### src/rtl/chunked_addsub_pkg.sv
// Shared definitions for the chunked add/subtract unit: FSM state encodings and
// sizing helpers used by the top level.
package chunked_addsub_pkg;

  localparam logic [1:0] ST_IDLE = 2'd0;
  localparam logic [1:0] ST_BUSY = 2'd1;
  localparam logic [1:0] ST_DONE = 2'd2;

  // A single-chunk build still needs a 1-bit counter to keep the declarations legal.
  function automatic int unsigned cnt_width(input int unsigned n);
    return (n > 1) ? $clog2(n) : 1;
  endfunction

endpackage

### src/rtl/chunked_addsub_if.sv
// Operand-issue and result-consumer handshake bundle for chunked_addsub.
// master = issuer/consumer side, slave = the arithmetic unit.
interface chunked_addsub_if #(
  parameter int WIDTH = 32
);
  logic             i_valid;
  logic             o_ready;
  logic [WIDTH-1:0] i_a;
  logic [WIDTH-1:0] i_b;
  logic             i_cin;
  logic             i_sub;
  logic             o_valid;
  logic             i_ready;
  logic [WIDTH-1:0] o_result;
  logic             o_cout;
  logic             o_ovf;
  logic             o_zero;

  modport master (
    output i_valid, i_a, i_b, i_cin, i_sub, i_ready,
    input  o_ready, o_valid, o_result, o_cout, o_ovf, o_zero
  );

  modport slave (
    input  i_valid, i_a, i_b, i_cin, i_sub, i_ready,
    output o_ready, o_valid, o_result, o_cout, o_ovf, o_zero
  );
endinterface

### src/rtl/chunked_addsub_chunk_adder.sv
// Combinational CHUNK-bit adder slice; also reports the carry into its MSB so the
// top level can form signed overflow on the final chunk.
module chunk_adder #(
  parameter int CHUNK = 8
) (
  input  logic [CHUNK-1:0] i_a,
  input  logic [CHUNK-1:0] i_b,
  input  logic             i_cin,
  output logic [CHUNK-1:0] o_result,
  output logic             o_cout,
  output logic             o_cmsb
);

  logic [CHUNK:0] sum_full;

  assign sum_full = {1'b0, i_a} + {1'b0, i_b} + {{CHUNK{1'b0}}, i_cin};
  assign o_result = sum_full[CHUNK-1:0];
  assign o_cout   = sum_full[CHUNK];
  // The MSB sum bit is a ^ b ^ carry_in, so the carry into the MSB falls out directly.
  assign o_cmsb   = i_a[CHUNK-1] ^ i_b[CHUNK-1] ^ o_result[CHUNK-1];

endmodule

### src/rtl/chunked_addsub.sv
// Multi-cycle add/subtract unit: adds CHUNK bits per clock through a carry register,
// with valid/ready handshakes on the operand and result sides.
module chunked_addsub
  import chunked_addsub_pkg::*;
#(
  parameter int WIDTH = 32,
  parameter int CHUNK = 8
) (
  input  logic                 i_clk,
  input  logic                 i_rst_n,
  chunked_addsub_if.slave      bus
);

  localparam int N     = WIDTH / CHUNK;
  localparam int CNT_W = int'(cnt_width(N));
  localparam int IDX_W = (WIDTH > 1) ? $clog2(WIDTH) : 1;

  generate
    if (CHUNK < 1 || (WIDTH % CHUNK) != 0) begin : g_bad_chunk
      $error("chunked_addsub: WIDTH (%0d) must be a multiple of CHUNK (%0d)", WIDTH, CHUNK);
    end
  endgenerate

  logic [1:0]       state_q,  state_d;
  logic [CNT_W-1:0] cnt_q,    cnt_d;
  logic [WIDTH-1:0] a_q,      a_d;
  logic [WIDTH-1:0] b_q,      b_d;
  logic             carry_q,  carry_d;
  logic [WIDTH-1:0] acc_q,    acc_d;
  logic [WIDTH-1:0] result_q, result_d;
  logic             cout_q,   cout_d;
  logic             ovf_q,    ovf_d;
  logic             zero_q,   zero_d;

  logic [IDX_W-1:0] base;
  logic [CHUNK-1:0] ca_sum;
  logic             ca_cout;
  logic             ca_cmsb;

  assign base = IDX_W'(int'(cnt_q) * CHUNK);

  chunk_adder #(.CHUNK(CHUNK)) u_chunk_adder (
    .i_a      (a_q[base +: CHUNK]),
    .i_b      (b_q[base +: CHUNK]),
    .i_cin    (carry_q),
    .o_result (ca_sum),
    .o_cout   (ca_cout),
    .o_cmsb   (ca_cmsb)
  );

  always_comb begin
    // NOTE: every *_d gets its hold value first, so no path through the case leaves a
    // variable unassigned and no latch is inferred.
    state_d  = state_q;
    cnt_d    = cnt_q;
    a_d      = a_q;
    b_d      = b_q;
    carry_d  = carry_q;
    acc_d    = acc_q;
    result_d = result_q;
    cout_d   = cout_q;
    ovf_d    = ovf_q;
    zero_d   = zero_q;

    case (state_q)
      ST_IDLE: begin
        if (bus.i_valid) begin
          // Subtraction is A + ~B + 1; the incoming carry is ignored in that mode.
          a_d     = bus.i_a;
          b_d     = bus.i_b ^ {WIDTH{bus.i_sub}};
          carry_d = bus.i_sub | bus.i_cin;
          cnt_d   = '0;
          state_d = ST_BUSY;
        end
      end
      ST_BUSY: begin
        acc_d[base +: CHUNK] = ca_sum;
        carry_d = ca_cout;
        cnt_d   = cnt_q + CNT_W'(1);
        if (cnt_q == CNT_W'(N - 1)) begin
          cnt_d    = '0;
          result_d = acc_d;
          cout_d   = ca_cout;
          ovf_d    = ca_cmsb ^ ca_cout;
          zero_d   = (acc_d == '0);
          state_d  = ST_DONE;
        end
      end
      ST_DONE: begin
        if (bus.i_ready) begin
          state_d = ST_IDLE;
        end
      end
      default: state_d = ST_IDLE;
    endcase
  end

  // NOTE: state updates use non-blocking assignments so every flop samples the
  // pre-edge values regardless of statement order.
  always_ff @(posedge i_clk or negedge i_rst_n) begin
    if (!i_rst_n) begin
      state_q  <= ST_IDLE;
      cnt_q    <= '0;
      a_q      <= '0;
      b_q      <= '0;
      carry_q  <= 1'b0;
      acc_q    <= '0;
      result_q <= '0;
      cout_q   <= 1'b0;
      ovf_q    <= 1'b0;
      zero_q   <= 1'b0;
    end else begin
      state_q  <= state_d;
      cnt_q    <= cnt_d;
      a_q      <= a_d;
      b_q      <= b_d;
      carry_q  <= carry_d;
      acc_q    <= acc_d;
      result_q <= result_d;
      cout_q   <= cout_d;
      ovf_q    <= ovf_d;
      zero_q   <= zero_d;
    end
  end

  assign bus.o_ready  = (state_q == ST_IDLE);
  assign bus.o_valid  = (state_q == ST_DONE);
  assign bus.o_result = result_q;
  assign bus.o_cout   = cout_q;
  assign bus.o_ovf    = ovf_q;
  assign bus.o_zero   = zero_q;

endmodule

### src/flat_wrapper.sv
// flat-port wrapper written by rule: the top's interface ports become plain ports
module chunked_addsub_flat import chunked_addsub_pkg::*;
#(
  parameter int WIDTH = 32,
  parameter int CHUNK = 8
)
  (i_clk, i_rst_n, bus_i_valid, bus_i_a, bus_i_b, bus_i_cin, bus_i_sub, bus_i_ready, bus_o_ready, bus_o_valid, bus_o_result, bus_o_cout, bus_o_ovf, bus_o_zero);
  chunked_addsub_if #(.WIDTH(WIDTH)) bus_i ();
  input  logic i_clk;
  input  logic i_rst_n;
  input wire logic [$bits(bus_i.i_valid)-1:0] bus_i_valid;
  input wire logic [$bits(bus_i.i_a)-1:0] bus_i_a;
  input wire logic [$bits(bus_i.i_b)-1:0] bus_i_b;
  input wire logic [$bits(bus_i.i_cin)-1:0] bus_i_cin;
  input wire logic [$bits(bus_i.i_sub)-1:0] bus_i_sub;
  input wire logic [$bits(bus_i.i_ready)-1:0] bus_i_ready;
  output wire logic [$bits(bus_i.o_ready)-1:0] bus_o_ready;
  output wire logic [$bits(bus_i.o_valid)-1:0] bus_o_valid;
  output wire logic [$bits(bus_i.o_result)-1:0] bus_o_result;
  output wire logic [$bits(bus_i.o_cout)-1:0] bus_o_cout;
  output wire logic [$bits(bus_i.o_ovf)-1:0] bus_o_ovf;
  output wire logic [$bits(bus_i.o_zero)-1:0] bus_o_zero;
  assign bus_i.i_valid = bus_i_valid;
  assign bus_i.i_a = bus_i_a;
  assign bus_i.i_b = bus_i_b;
  assign bus_i.i_cin = bus_i_cin;
  assign bus_i.i_sub = bus_i_sub;
  assign bus_i.i_ready = bus_i_ready;
  assign bus_o_ready = bus_i.o_ready;
  assign bus_o_valid = bus_i.o_valid;
  assign bus_o_result = bus_i.o_result;
  assign bus_o_cout = bus_i.o_cout;
  assign bus_o_ovf = bus_i.o_ovf;
  assign bus_o_zero = bus_i.o_zero;
  chunked_addsub #(.WIDTH(WIDTH), .CHUNK(CHUNK)) u_core (.i_clk(i_clk), .i_rst_n(i_rst_n), .bus(bus_i));
endmodule
### config.mk
export PLATFORM = sky130hd
export DESIGN_NAME = chunked_addsub_flat
export DESIGN_NICKNAME = d
export VERILOG_FILES = /design/src/rtl/chunked_addsub_pkg.sv /design/src/rtl/chunked_addsub_if.sv /design/src/rtl/chunked_addsub_chunk_adder.sv /design/src/rtl/chunked_addsub.sv /design/src/flat_wrapper.sv
export SDC_FILE = /design/constraint.sdc
export NUM_CORES = 1
export LEC_CHECK = 0
export BUFFER_PORTS_ARGS = -buffer_cell sky130_fd_sc_hd__buf_2
export CAP_MARGIN = 20
export CORE_MARGIN = 1.5
export CORE_UTILIZATION = 61
export DETAILED_ROUTE_END_ITERATION = 7
export HOLD_SLACK_MARGIN = 0.06
export PLACE_DENSITY_LB_ADDON = 0.12
export RECOVER_POWER = 50
export SYNTH_ARGS = -nofsm -noshare
export SYNTH_HDL_FRONTEND = slang
export SYNTH_SLANG_ARGS = --single-unit
### constraint.sdc
create_clock -name i_clk -period 9.9 [get_ports i_clk]
set_input_delay 1.485 -clock i_clk [delete_from_list [all_inputs] [get_ports i_clk]]
set_output_delay 1.485 -clock i_clk [all_outputs]
set_load 0.01 [all_outputs]
# ---- Word level (Yosys, flattened, before mapping)
# Cells that the tools add are included.
dict set report totals {
  out_inout_bits 37
  in_bits 70
  ff_bits 136
  elab_cells 46
}
dict set report op_classes {
  mux 10
  n_shift 4
  eq_ne 6
  reduce_logical 7
  n_bitwise 5
  addsub 4
}
# operator n
set ops {}
lappend ops {{$shiftx A32 B6 Y8} 2}
lappend ops {{$bwmux W32} 1}
lappend ops {{$logic_not A32 Y1} 1}
lappend ops {{$shift A8 B7 Y32 const A} 1}
lappend ops {{$shiftx A8 B7 Y32} 1}
lappend ops {{$xor A32 B32 Y32} 1}
lappend ops {{$mux W2} 5}
lappend ops {{$add A8 B8 Y9} 1}
lappend ops {{$add A9 B1 Y9} 1}
lappend ops {{$neg A5 Y7} 1}
lappend ops {{$pmux W2 S3} 1}
lappend ops {{$reduce_and A2 Y1} 3}
lappend ops {{$eq A2 B2 Y1 const B} 2}
lappend ops {{$ne A2 B2 Y1 const B} 2}
lappend ops {{$pmux W2 S2} 1}
lappend ops {{$reduce_and A3 Y1} 1}
lappend ops {{$xor A1 B1 Y1} 3}
lappend ops {{$add A2 B1 Y2 const B} 1}
lappend ops {{$eq A2 B1 Y1 const B} 1}
lappend ops {{$logic_not A2 Y1} 1}
lappend ops {{$ne A2 B1 Y1 const B} 1}
lappend ops {{$pmux W1 S2} 1}
lappend ops {{$reduce_bool A2 Y1} 1}
lappend ops {{$mux W1} 1}
lappend ops {{$or A1 B1 Y1} 1}

# ---- Depth between registers and ports, before layout
dict set report depth {
  word_depth 6
  depth_mapped 11
  mapped_depth_nobuf 9
}

# ---- Modules after synthesis
# A second synthesis with hierarchy kept.
dict set report unflattened {
  hier_cells 683
  area_unflattened_um2 6756.5
}
# mod cells_each instances seq_area_each_um2 area_per_inst_um2
set modules_own_cells {}
lappend modules_own_cells {chunked_addsub 640 1 3403.3 6411.1}
lappend modules_own_cells {chunk_adder 43 1 0.0 345.3}

# ---- Worst setup path after synthesis
# OpenSTA, ideal clock, no wires.
dict set report synth_path {
  path_kind {reg2reg}
  from {register u_core.cnt_q[0]}
  to {register u_core.zero_q (netlist: u_core.bus.o_zero)}
  period_less_slack_ns 3.646
  path_stages_with_launch 11
  t_arrival_ns 3.579
  setup_time_ns 0.068
  required_time_ns 9.832
  path_buffers 1
  setup_slack_ns 6.254
  path_cell_list {dfrtp_1 -> buf_2 -> mux4_2 -> fa_1 -> fa_1 -> and4b_1 -> mux2i_1 -> o2111ai_1 -> or4_1 -> nor4_2 -> a32o_1}
}
dict set report synth_between {
  elab_chain_len 6
  word_cells_on_any_way 11
  classes_between {3 x add/sub; 1 x eq/ne; 4 x shift; 1 x mux; 2 x reduce/logical}
}
# element line
set synth_rtl {}
lappend synth_rtl {{start, declared} chunked_addsub.sv:25} ;# logic [CNT_W-1:0] cnt_q, cnt_d;
lappend synth_rtl {{start signal, assigned} chunked_addsub.sv:114} ;# cnt_q <= cnt_d;
lappend synth_rtl {{$shiftx A32 B6 Y8 (on tied branches)} {chunked_addsub.sv:43, chunked_addsub.sv:44}}
lappend synth_rtl {{$add A8 B8 Y9} chunked_addsub_chunk_adder.sv:16} ;# assign sum_full = {1'b0, i_a} + {1'b0, i_b} + {{CHUNK{1'b0}}, i_cin};
lappend synth_rtl {{$add A9 B1 Y9} chunked_addsub_chunk_adder.sv:16}
lappend synth_rtl {{$shiftx A8 B7 Y32} chunked_addsub.sv:77} ;# acc_d[base +: CHUNK] = ca_sum;
lappend synth_rtl {{$bwmux W32} chunked_addsub.sv:77}
lappend synth_rtl {{$logic_not A32 Y1} chunked_addsub.sv:85} ;# zero_d = (acc_d == '0);
lappend synth_rtl {{end signal, assigned} chunked_addsub.sv:122} ;# zero_q <= zero_d;
lappend synth_rtl {{end, declared} chunked_addsub.sv:33} ;# logic zero_q, zero_d;
# Several ways; a longest one is shown, not always the timed one.
# A chain may end at the register's enable or synchronous reset.

# ---- Final worst setup path
dict set report layout_path {
  from {register u_core.cnt_q[1]}
  to {register u_core.zero_q (netlist: u_core.bus.o_zero)}
}
# Same word-level chain as after synthesis.

==> flow_summary.ini <==
[yosys]
synth_top_family_by_area = simple AND/OR/NAND/NOR gates
syn_area_per_cell_sq_um = 9.945
synth_warnings = 0
async_flop_share_pct = 100.0
yosysMostFrequentCell = nand2_1
ys.flop_type = dfrtp_1
yosys.area_share.xor_xnor_pct = 4.530
synthSimpleGateAreaFrac_pct = 17.19
syn_nets = 746
synthDominantCellAreaShare_pct = 51.77
yosysTopAreaCell = dfrtp_1
ys_seq_elements = 136
synth-adder-area-share_pct = 3.083
seq_area_frac_synth_pct = 51.77
synth_area_sq_um = 6574
synth_edf_count = 0
ys_top_cells_by_area = dfrtp_1 (52%), nand2_1 (9.8%), mux4_2 (5.5%), xnor2_1 (4.4%), o21ai_0 (4.3%)
netlist_instances = 661
synth_compound_area_share_pct = 15.02
synth_mux_area_share_pct = 5.634
yosys-top-cells-count = nand2_1 (172), dfrtp_1 (136), o21ai_0 (57)
synthDistinctLibCells = 47

[finish]
regArea_sq_um = 3403
multi_input_comb_area_sq_um = 2978
antennaDiodeCount = 0
area_growth_pct = 17.09
layout-drive-gt1-share_pct = 18.06
nets = 837
fin_cells = 900
fill_cells = 764

[setup_path]
worstSetupEndpointType = flip-flop
critPathArrivalTime_ns = 5.24
cp.required_ns = 10.36
cp_cell_sequence = ha_1 -> nand3b_1 -> a21o_1 -> or3_1 -> or4_1 -> nor4_2 -> a32o_1
cp_num_buf_inv = 0
critPathMaxStageDelay_ns = 1.52
cp-start-kind = flip-flop
cpMaxStageDelayCell = nand3b_1
crit_type = flip-flop to flip-flop
crit_path_max_fanout = 69
crit_family = simple AND/OR/NAND/NOR gates

[floorplanning]
start_util_pct = 63.39
rows = 37
die_h_um = 106.8
die_area_sq_um = 11410
num_io_pins = 107
core_area_sq_um = 10370
die_x_um = 106.8

[routing]
wl_per_cell_um = 17.04
drt-total-wl_um = 15340
drt_iter0_markers = 272
viasPerCell = 5.689
firstDrtPassIters = 5
vias = 5120
ant_nets = 0
drcViolationCount = 0

[place]
place_congestion = 0.8160
port_buffers = 106
place.detailed.hpwl_um = 10250
placed_cells = 868

[cts]
cts_setup_buffers = 0
clk_pin_slew_ns = 0.06
clk_latency_ns = 0.54
cts_max_path_buffers = 2
ctsHoldBuffers = 0
htree_levels = 4
cts_buffers = 17
cts_tree = built
cts_resized = 0
cts.sinks = 136
root_buffer = clkbuf_8

[timing]
fin_crit_ns = 4.776
setup_violations = 0
rsz0062_at_grt = false
worst_pin_slew_ns = 3.553
holdWs_ns = 0.4740
clock.fmax_mhz = 209.4
relSlewSlack_pct = -136.9
fin_skew_ns = 0.006805
final_max_slew_viol_count = 238
final_hold_viol_count = 0
timing.final.crit_share_pct = 48.24
finalSetupTns_ns = 0

[outcome]
violations = max-capacitance violations, max-slew violations
outcome = finished with violations

[pwr]
vdd.ir_drop.worst_mv = 0.2434
p_total_mw = 2.976
p_leak_nw = 3.666
p_per_area_nw_per_um2 = 386.6

[min_path]
hp-class = flip-flop to flip-flop

[flow_run]
maxCapViolCount = 3

[global_route]
grt_antenna_before_repair = 0
grt_overflow = 0
grt_pass1_vias = 5146
grt_use_total_pct = 28.88
grt_pass1_wl_um = 24970
grt_max_degree = 100
## flip-flops by register name, summed over array words and instances, names as in the netlist, 2 cells and up
signal and cells:
u_core.bus.o_result 32, u_core.state_q 2, u_core.a_q 32, u_core.cnt_q 2, u_core.b_q 32, u_core.acc_q 32
## kinds of logic (layout without fill, tap and decap cells)
family,after synthesis,in the layout
AO/OA/AOI/OAI,162,162
XOR/XNOR,34,34
adder cells (fa/ha/maj),15,15
buffers and inverters,48,151
flip-flops,136,136
multiplexers,17,17
AND/OR/NAND/NOR,249,249
## cell type report
type	count	share of cell area, %
Clock inverter	10	1.333
Clock buffer	21	5.836
Timing Repair Buffer	112	7.331
Inverter	8	0.3901
Tap cell	136	2.211
Multi-Input combinational cell	477	38.69
Sequential cell	136	44.21
## layout by cell type (no fill, tap or decap), types with 2 or more instances in the layout
| cell | instances |
|---|---|
| ha_1 | 13 |
| o21a_1 | 2 |
| clkbuf_8 | 3 |
| o21ai_0 | 57 |
| xnor2_1 | 33 |
| bufinv_16 | 2 |
| a21o_1 | 2 |
| buf_4 | 4 |
| inv_1 | 7 |
| clkbuf_1 | 25 |
| or4_1 | 2 |
| nor4bb_1 | 2 |
| nor2b_1 | 25 |
| nand2b_1 | 2 |
| mux4_2 | 16 |
| buf_2 | 84 |
| dfrtp_1 | 136 |
| nand2_1 | 171 |
| and2_1 | 6 |
| a22o_1 | 30 |
| nor4_1 | 3 |
| nor3_1 | 6 |
| nand3_1 | 6 |
| and4b_1 | 2 |
| o2111ai_1 | 2 |
| fa_1 | 2 |
| a22oi_1 | 4 |
| o211ai_1 | 2 |
| nor2_1 | 11 |
| o21ai_1 | 20 |
| clkbuf_16 | 16 |
| and3_1 | 3 |
| clkinv_2 | 7 |
| o31ai_1 | 3 |
| a21oi_1 | 33 |
| or3_1 | 4 |
## routing by layer
metal / routed length [um] / global-route usage, %
met1: 6469 / 37.43
met5: 0 / 0
met3: 859 / 6.687
met2: 7649 / 46.52
met4: 361 / 13.05
## worst reg2reg max path, cell delays in order, from the launching register on
cell	delay, ns
dfrtp_1	0.86
ha_1	0.35
nand3b_1	1.52
a21o_1	0.69
or3_1	0.40
or4_1	0.50
nor4_2	0.17
a32o_1	0.20
## through the flow
step                      util, %  worst slack, ns  instance area (sq um)
after global placement      69.09            6.080                   7164
after global routing        74.23            4.699                   7697
after CTS                   74.41            5.971                   7716
after detailed placement    69.09            5.994                   7164
after floorplan                 -            6.254                   6574
final                       74.23            5.124                   7697
## final timing paths
check / cells after the start / endpoint / slack [ns] / from
setup / recovery: 7 / u_core.bus.o_zero / 5.12 / u_core.cnt_q[1]
hold / removal: 2 / u_core.b_q[21] / 0.47 / u_core.b_q[21]
setup reg to reg: 7 / u_core.bus.o_zero / 5.12 / u_core.cnt_q[1]
hold reg to reg: 2 / u_core.b_q[21] / 0.47 / u_core.b_q[21]
max in group asynchronous: 2 / u_core.b_q[9] / 5.44 / i_rst_n
min in group asynchronous: 1 / u_core.bus.o_result[16] / 2.15 / i_rst_n
## power by group
| group | switching (mW) | internal (mW) |
|---|---|---|
| Combinational | 0.948 | 0.517 |
| Clock | 0.225 | 0.366 |
| Sequential | 0.144 | 0.776 |
No activity file was read; power rests on OpenSTA's default activity.
